==> src/rtl/dmem_bridge_if.sv <==
// CPU-side request/response and RAM-side port bundle for dmem_bridge.
interface dmem_bridge_if #(
    parameter int unsigned ADDR_W = 12
);
    logic              cpu_req;
    logic              cpu_we;
    logic [31:0]       cpu_addr;
    logic [31:0]       cpu_wdata;
    logic [2:0]        cpu_dmtype;
    logic [31:0]       cpu_rdata;
    logic              cpu_ready;
    logic              cpu_err;
    logic              ram_en;
    logic              ram_we;
    logic [3:0]        ram_be;
    logic [ADDR_W-1:0] ram_addr;
    logic [31:0]       ram_wdata;
    logic [31:0]       ram_rdata;

    modport slave (
        input  cpu_req, cpu_we, cpu_addr, cpu_wdata, cpu_dmtype, ram_rdata,
        output cpu_rdata, cpu_ready, cpu_err, ram_en, ram_we, ram_be, ram_addr, ram_wdata
    );

    modport master (
        output cpu_req, cpu_we, cpu_addr, cpu_wdata, cpu_dmtype, ram_rdata,
        input  cpu_rdata, cpu_ready, cpu_err, ram_en, ram_we, ram_be, ram_addr, ram_wdata
    );
endinterface

==> src/rtl/dmem_bridge.sv <==
// Load/store bridge from the CPU MEM stage to a word-wide single-port RAM.
// Define DMEM_BYTE_WE_EN when the RAM honours byte enables (sub-word stores skip read-modify-write).
module dmem_bridge #(
    parameter int unsigned ADDR_W = 12
) (
    input  logic         clk,
    input  logic         rst,
    dmem_bridge_if.slave bus
);

    typedef enum logic [2:0] {
        S_IDLE  = 3'd0,
        S_RD    = 3'd1,
        S_RWAIT = 3'd2,
        S_MRG   = 3'd3,
        S_WR    = 3'd4,
        S_RESP  = 3'd5
    } state_t;

    localparam logic [2:0] DT_W  = 3'd0;
    localparam logic [2:0] DT_H  = 3'd1;
    localparam logic [2:0] DT_HU = 3'd2;
    localparam logic [2:0] DT_B  = 3'd3;
    localparam logic [2:0] DT_BU = 3'd4;

    state_t            r_state;
    logic              r_we;
    logic [1:0]        r_lane;
    logic [2:0]        r_dmtype;
    logic [31:0]       r_wdata;
    logic [31:0]       r_buf;
    logic [31:0]       r_rdata;
    logic              r_ready;
    logic              r_err;
    logic              r_ram_en;
    logic              r_ram_we;
    logic [3:0]        r_ram_be;
    logic [ADDR_W-1:0] r_ram_addr;
    logic [31:0]       r_ram_wdata;

    logic              w_bad;
    logic              w_word;
    logic              w_half;
    logic              w_unused;

    // Little-endian lane extraction with sign/zero extension.
    function automatic logic [31:0] fmt_load(input logic [31:0] w, input logic [1:0] lane,
                                             input logic [2:0] dt);
        logic [7:0]  b;
        logic [15:0] h;
        logic [31:0] f;
        b = w[{lane, 3'b000} +: 8];
        h = lane[1] ? w[31:16] : w[15:0];
        case (dt)
            DT_H:    f = {{16{h[15]}}, h};
            DT_HU:   f = {16'h0000, h};
            DT_B:    f = {{24{b[7]}}, b};
            DT_BU:   f = {24'h000000, b};
            default: f = w;
        endcase
        return f;
    endfunction

    function automatic logic [31:0] merge(input logic [31:0] w, input logic [31:0] d,
                                          input logic [1:0] lane, input logic [2:0] dt);
        logic [31:0] m;
        m = w;
        if (dt == DT_H || dt == DT_HU) begin
            if (lane[1]) m[31:16] = d[15:0];
            else         m[15:0]  = d[15:0];
        end else begin
            m[{lane, 3'b000} +: 8] = d[7:0];
        end
        return m;
    endfunction

    assign w_word   = (bus.cpu_dmtype == DT_W);
    assign w_half   = (bus.cpu_dmtype == DT_H) || (bus.cpu_dmtype == DT_HU);
    assign w_unused = ^{bus.cpu_addr[31:ADDR_W+2]};

    // Illegal type or misaligned address for the requested size.
    always_comb begin
        w_bad = 1'b0;
        case (bus.cpu_dmtype)
            DT_W:        w_bad = |bus.cpu_addr[1:0];
            DT_H, DT_HU: w_bad = bus.cpu_addr[0];
            DT_B, DT_BU: w_bad = 1'b0;
            default:     w_bad = 1'b1;
        endcase
    end

`ifdef DMEM_BYTE_WE_EN
    logic [3:0]  w_be_sub;
    logic [31:0] w_wrep;
    assign w_be_sub = w_half ? (4'b0011 << {bus.cpu_addr[1], 1'b0})
                             : (4'b0001 << bus.cpu_addr[1:0]);
    assign w_wrep   = w_half ? {2{bus.cpu_wdata[15:0]}} : {4{bus.cpu_wdata[7:0]}};
`endif

    always_ff @(posedge clk or negedge rst) begin
        if (!rst) begin
            r_state     <= S_IDLE;
            r_we        <= 1'b0;
            r_lane      <= 2'd0;
            r_dmtype    <= 3'd0;
            r_wdata     <= 32'd0;
            r_buf       <= 32'd0;
            r_rdata     <= 32'd0;
            r_ready     <= 1'b0;
            r_err       <= 1'b0;
            r_ram_en    <= 1'b0;
            r_ram_we    <= 1'b0;
            r_ram_be    <= 4'd0;
            r_ram_addr  <= '0;
            r_ram_wdata <= 32'd0;
        end else begin
            r_ready  <= 1'b0;
            r_err    <= 1'b0;
            r_ram_en <= 1'b0;
            r_ram_we <= 1'b0;
            r_ram_be <= 4'd0;
            case (r_state)
                S_IDLE: begin
                    if (bus.cpu_req) begin
                        r_we       <= bus.cpu_we;
                        r_lane     <= bus.cpu_addr[1:0];
                        r_dmtype   <= bus.cpu_dmtype;
                        r_wdata    <= bus.cpu_wdata;
                        r_ram_addr <= bus.cpu_addr[ADDR_W+1:2];
                        if (w_bad) begin
                            r_state <= S_RESP;
                            r_ready <= 1'b1;
                            r_err   <= 1'b1;
                        end else if (!bus.cpu_we) begin
                            r_state  <= S_RD;
                            r_ram_en <= 1'b1;
                        end else if (w_word) begin
                            r_state     <= S_WR;
                            r_ram_en    <= 1'b1;
                            r_ram_we    <= 1'b1;
                            r_ram_be    <= 4'hF;
                            r_ram_wdata <= bus.cpu_wdata;
                        end else begin
`ifdef DMEM_BYTE_WE_EN
                            r_state     <= S_WR;
                            r_ram_en    <= 1'b1;
                            r_ram_we    <= 1'b1;
                            r_ram_be    <= w_be_sub;
                            r_ram_wdata <= w_wrep;
`else
                            r_state  <= S_RD;
                            r_ram_en <= 1'b1;
`endif
                        end
                    end
                end
                S_RD: r_state <= S_RWAIT;
                S_RWAIT: begin
                    if (r_we) begin
                        r_buf   <= bus.ram_rdata;
                        r_state <= S_MRG;
                    end else begin
                        r_rdata <= fmt_load(bus.ram_rdata, r_lane, r_dmtype);
                        r_ready <= 1'b1;
                        r_state <= S_RESP;
                    end
                end
                S_MRG: begin
                    r_ram_en    <= 1'b1;
                    r_ram_we    <= 1'b1;
                    r_ram_be    <= 4'hF;
                    r_ram_wdata <= merge(r_buf, r_wdata, r_lane, r_dmtype);
                    r_state     <= S_WR;
                end
                S_WR: begin
                    r_ready <= 1'b1;
                    r_state <= S_RESP;
                end
                S_RESP:  r_state <= S_IDLE;
                default: r_state <= S_IDLE;
            endcase
        end
    end

    assign bus.cpu_rdata = r_rdata;
    assign bus.cpu_ready = r_ready;
    assign bus.cpu_err   = r_err;
    assign bus.ram_en    = r_ram_en;
    assign bus.ram_we    = r_ram_we;
    assign bus.ram_be    = r_ram_be;
    assign bus.ram_addr  = r_ram_addr;
    assign bus.ram_wdata = r_ram_wdata;

endmodule

==> src/flat_wrapper.sv <==
// flat-port wrapper written by rule: the top's interface ports become plain ports
module dmem_bridge_flat 
#(
    parameter int unsigned ADDR_W = 12
)
  (clk, rst, bus_cpu_req, bus_cpu_we, bus_cpu_addr, bus_cpu_wdata, bus_cpu_dmtype, bus_ram_rdata, bus_cpu_rdata, bus_cpu_ready, bus_cpu_err, bus_ram_en, bus_ram_we, bus_ram_be, bus_ram_addr, bus_ram_wdata);
  dmem_bridge_if #(.ADDR_W(ADDR_W)) bus_i ();
  input  logic clk;
  input  logic rst;
  input wire logic [$bits(bus_i.cpu_req)-1:0] bus_cpu_req;
  input wire logic [$bits(bus_i.cpu_we)-1:0] bus_cpu_we;
  input wire logic [$bits(bus_i.cpu_addr)-1:0] bus_cpu_addr;
  input wire logic [$bits(bus_i.cpu_wdata)-1:0] bus_cpu_wdata;
  input wire logic [$bits(bus_i.cpu_dmtype)-1:0] bus_cpu_dmtype;
  input wire logic [$bits(bus_i.ram_rdata)-1:0] bus_ram_rdata;
  output wire logic [$bits(bus_i.cpu_rdata)-1:0] bus_cpu_rdata;
  output wire logic [$bits(bus_i.cpu_ready)-1:0] bus_cpu_ready;
  output wire logic [$bits(bus_i.cpu_err)-1:0] bus_cpu_err;
  output wire logic [$bits(bus_i.ram_en)-1:0] bus_ram_en;
  output wire logic [$bits(bus_i.ram_we)-1:0] bus_ram_we;
  output wire logic [$bits(bus_i.ram_be)-1:0] bus_ram_be;
  output wire logic [$bits(bus_i.ram_addr)-1:0] bus_ram_addr;
  output wire logic [$bits(bus_i.ram_wdata)-1:0] bus_ram_wdata;
  assign bus_i.cpu_req = bus_cpu_req;
  assign bus_i.cpu_we = bus_cpu_we;
  assign bus_i.cpu_addr = bus_cpu_addr;
  assign bus_i.cpu_wdata = bus_cpu_wdata;
  assign bus_i.cpu_dmtype = bus_cpu_dmtype;
  assign bus_i.ram_rdata = bus_ram_rdata;
  assign bus_cpu_rdata = bus_i.cpu_rdata;
  assign bus_cpu_ready = bus_i.cpu_ready;
  assign bus_cpu_err = bus_i.cpu_err;
  assign bus_ram_en = bus_i.ram_en;
  assign bus_ram_we = bus_i.ram_we;
  assign bus_ram_be = bus_i.ram_be;
  assign bus_ram_addr = bus_i.ram_addr;
  assign bus_ram_wdata = bus_i.ram_wdata;
  dmem_bridge #(.ADDR_W(ADDR_W)) u_core (.clk(clk), .rst(rst), .bus(bus_i));
endmodule
==> config.mk <==
export PLATFORM = sky130hd
export DESIGN_NAME = dmem_bridge_flat
export DESIGN_NICKNAME = d
export VERILOG_FILES = /design/src/rtl/dmem_bridge_if.sv /design/src/rtl/dmem_bridge.sv /design/src/flat_wrapper.sv
export SDC_FILE = /design/constraint.sdc
export NUM_CORES = 1
export LEC_CHECK = 0
export CAP_MARGIN = 20
export CORE_MARGIN = 8
export CORE_UTILIZATION = 50
export CTS_CLUSTER_DIAMETER = 80
export DETAILED_ROUTE_END_ITERATION = 8
export PLACE_DENSITY = 0.93
export RECOVER_POWER = 25
export SYNTH_ARGS = -nofsm -noshare
export SYNTH_HDL_FRONTEND = slang
export SYNTH_SLANG_ARGS = --single-unit
==> constraint.sdc <==
create_clock -name clk -period 5.1 [get_ports clk]
set_clock_uncertainty 0.05 [all_clocks]
set_input_delay 0.765 -clock clk [delete_from_list [all_inputs] [get_ports clk]]
set_output_delay 0.765 -clock clk [all_outputs]
set_load 0.01 [all_outputs]
==> results.cfg <==
[final_layout]
n_fill_cell = 1002
final_cells = 1009
antennaDiodeCount = 0
fin_nets = 926
seq_area_mm2 = 0.00343
final_cell_mix = clkdlybuf4s50_1 (167), dfrtp_1 (137), nand2_1 (109), mux2i_1 (68), mux2_2 (56)
multi_input_area_mm2 = 0.00327
drive_gt1_frac = 0.128
final_common_cell = clkdlybuf4s50_1
area_growth_pct = 34.2
final_area_mm2 = 0.00934

[cts]
cts_resized = 0
htree_levels = 4
cts_root_buffer = clkbuf_16
cts_buffers = 17
cts_buffer_depth = 2
post-cts-setup-buffer-count = 0
hold_buffers = 0
clkSinkCount = 137
clkTransAtPathRegs_ns = 0.06
cts_tree = built
clk_latency_ns = 0.42

[route]
firstDrtPassIters = 6
drt_iter0_drc = 492
wl_per_cell_um = 21.1
wl_um = 21300
ant_nets = 0
vias_per_cell = 5.98
vias = 6030
drc = 0

[synthesis]
ys_ff_latch = 137
ys_seq_area_frac = 0.492
syn_area_mm2 = 0.00696
syn_nets = 779
synth_edf_count = 0
avgSynthCellArea_um2 = 10.4
synthDistinctLibCells = 52
synth-main-ff-cell = dfrtp_1
async_flop_share = 1.00
syn_inst = 671
yosysWarnings = 0

[power_and_ir_drop]
p_switching_mw = 2.28
cellLeakagePower_nw = 4.21
p_seq_frac = 0.343
power_density_mw_per_mm2 = 656
internal-power_mw = 3.85
p_sw_frac = 0.372
pwr-share-clk = 0.213
totalPowerFinal_mw = 6.13
comb_power_share = 0.443
vdd_drop_max_v = 0.000351

[critical_path]
crit_end = u_core.bus.ram_wdata[28]$_DFFE_PN0P_
r2r_setup_slack_ns = 1.90
crit_path_end_kind = flip-flop
critPathArrivalTime_ns = 3.49
crit_path_start_kind = flip-flop
startpoint = u_core.r_lane[1]$_DFFE_PN0P_
crit_type = flip-flop to flip-flop
worstPathRequired_ns = 5.39
ff2ff_path_depth = 7
r2r-start = u_core.r_lane[1]$_DFFE_PN0P_
worstReg2RegEnd = u_core.bus.ram_wdata[28]$_DFFE_PN0P_
path_max_fanout = 20

[floorplanning]
ioPinCount = 187
rows = 43
die_h_um = 134
initial_core_util = 0.508
die-width_um = 134
fp.dieArea_mm2 = 0.0180
coreArea_mm2 = 0.0137

[global_routing]
grt_pass1_vias = 6051
antenna_found_initial = 0
grt_max_degree = 85
grt_pass1_wl_um = 33100
grtUsageTotal = 0.234
grt_overflow = 0

[place]
gp_congestion = 0.895
io_buffers = 168
dp_cells = 979
place_area_mm2 = 0.00872
hpwl_um = 14300

[timing]
fmax_ghz = 0.312
rsz0062_at_grt = no
hold_slack_ns = 0.331
relSlewSlack = 0.304
tightestPinTransition_ns = 1.03
fin_crit_sh = 0.628
min_period_ns = 3.20
slew_viol_final = 0
setup_viol = 0
hold_viol_final = 0
setup_tns_ns = 0

[worst_hold_path]
hp-class = input port to asynchronous set/reset pin

[outcome]
status = finished, final reports clean

[flow_run]
timing.max_cap.violations = 0
sequential cells by signal, indices dropped and copies added (netlist names), 2 cells and up:
register and cells:
u_core.bus.cpu_rdata 32, u_core.bus.ram_wdata 32, u_core.r_buf 32, u_core.r_wdata 16, u_core.bus.ram_addr 12, u_core.r_dmtype 3
u_core.r_state 3, u_core.r_lane 2
final cells by class:
cell class,count,share of cell area
Timing Repair Buffer,178,0.188
Inverter,12,0.00482
Clock buffer,22,0.0508
Sequential cell,137,0.367
Multi-Input combinational cell,472,0.350
Clock inverter,8,0.0154
Tap cell,180,0.0241
critical path, cell delays in order (launching register included):
cell and delay (ns):
dfrtp_1 0.98, inv_1 0.30, ha_1 0.42, nor4bb_1 0.62, buf_4 0.26, a21oi_1 0.07, mux2_2 0.28, mux2i_1 0.14
stage by stage:
stage / setup WS, ns / utilization
after global placement: 2.00 / 0.636
after global routing: 1.72 / 0.681
after detailed placement: 1.98 / 0.636
after floorplan: 2.86 / -
after CTS: 1.96 / 0.681
final: 1.90 / 0.681
cells by family after synthesis:
logic type               after synthesis  share of synthesized area
AND/OR/NAND/NOR                      210                      0.145
multiplexers                         124                      0.188
XOR/XNOR                               1                    0.00234
AO/OA/AOI/OAI                        132                      0.123
buffers and inverters                 62                     0.0395
flip-flops                           137                      0.492
adder cells (fa/ha/maj)                5                    0.00898
synthesized netlist by cell type (3+ instances only):
| master | instances | area share |
|---|---|---|
| a22oi_1 | 7 | 0.0075 |
| ha_1 | 5 | 0.0090 |
| nand4_1 | 17 | 0.015 |
| clkbuf_1 | 28 | 0.015 |
| nand2b_1 | 3 | 0.0027 |
| buf_2 | 16 | 0.012 |
| mux2i_1 | 68 | 0.098 |
| buf_4 | 4 | 0.0043 |
| nand2_1 | 109 | 0.059 |
| o31ai_1 | 10 | 0.011 |
| mux2_2 | 56 | 0.091 |
| o21ai_0 | 15 | 0.011 |
| a221o_1 | 8 | 0.012 |
| a211oi_1 | 3 | 0.0032 |
| inv_1 | 12 | 0.0065 |
| or4b_1 | 3 | 0.0043 |
| nor2_1 | 41 | 0.022 |
| a31oi_1 | 7 | 0.0063 |
| o221ai_1 | 8 | 0.010 |
| nor2b_1 | 20 | 0.018 |
| a2bb2oi_1 | 7 | 0.0088 |
| dfrtp_1 | 137 | 0.49 |
| a21oi_1 | 53 | 0.038 |
how the worst min path moves through the flow:
stage                     cells after the start                                   to  slack (ns)
after floorplan                               0         u_core.bus.cpu_err$_DFF_PN0_        0.42
after global placement                        2   u_core.bus.ram_addr[1]$_DFFE_PN0P_        0.41
after detailed placement                      2  u_core.bus.ram_addr[10]$_DFFE_PN0P_        0.42
after CTS                                     1        u_core.r_state[0]$_DFFE_PN0P_        0.37
after global routing                          1              u_core.r_we$_DFFE_PN0P_        0.41
final                                         1        u_core.r_state[2]$_DFFE_PN0P_        0.33
power by group through the flow:
stage / Sequential [mW] / Combinational, mW / Clock (mW)
2_1_floorplan: 2.02 / 1.57 / 0
3_5_place_dp: 2.08 / 2.66 / 0
6_report: 2.10 / 2.72 / 1.31
4_1_cts: 2.08 / 2.72 / 1.32
3_3_place_gp: 2.06 / 2.59 / 0
5_1_grt: 2.16 / 2.93 / 1.37
metal layers:
layer | track usage | part of all wire
met5 | 0 | 0
met4 | 0.0979 | 0.037
met3 | 0.0740 | 0.088
met2 | 0.377 | 0.48
met1 | 0.285 | 0.39
(Power assumes the default switching activity.)
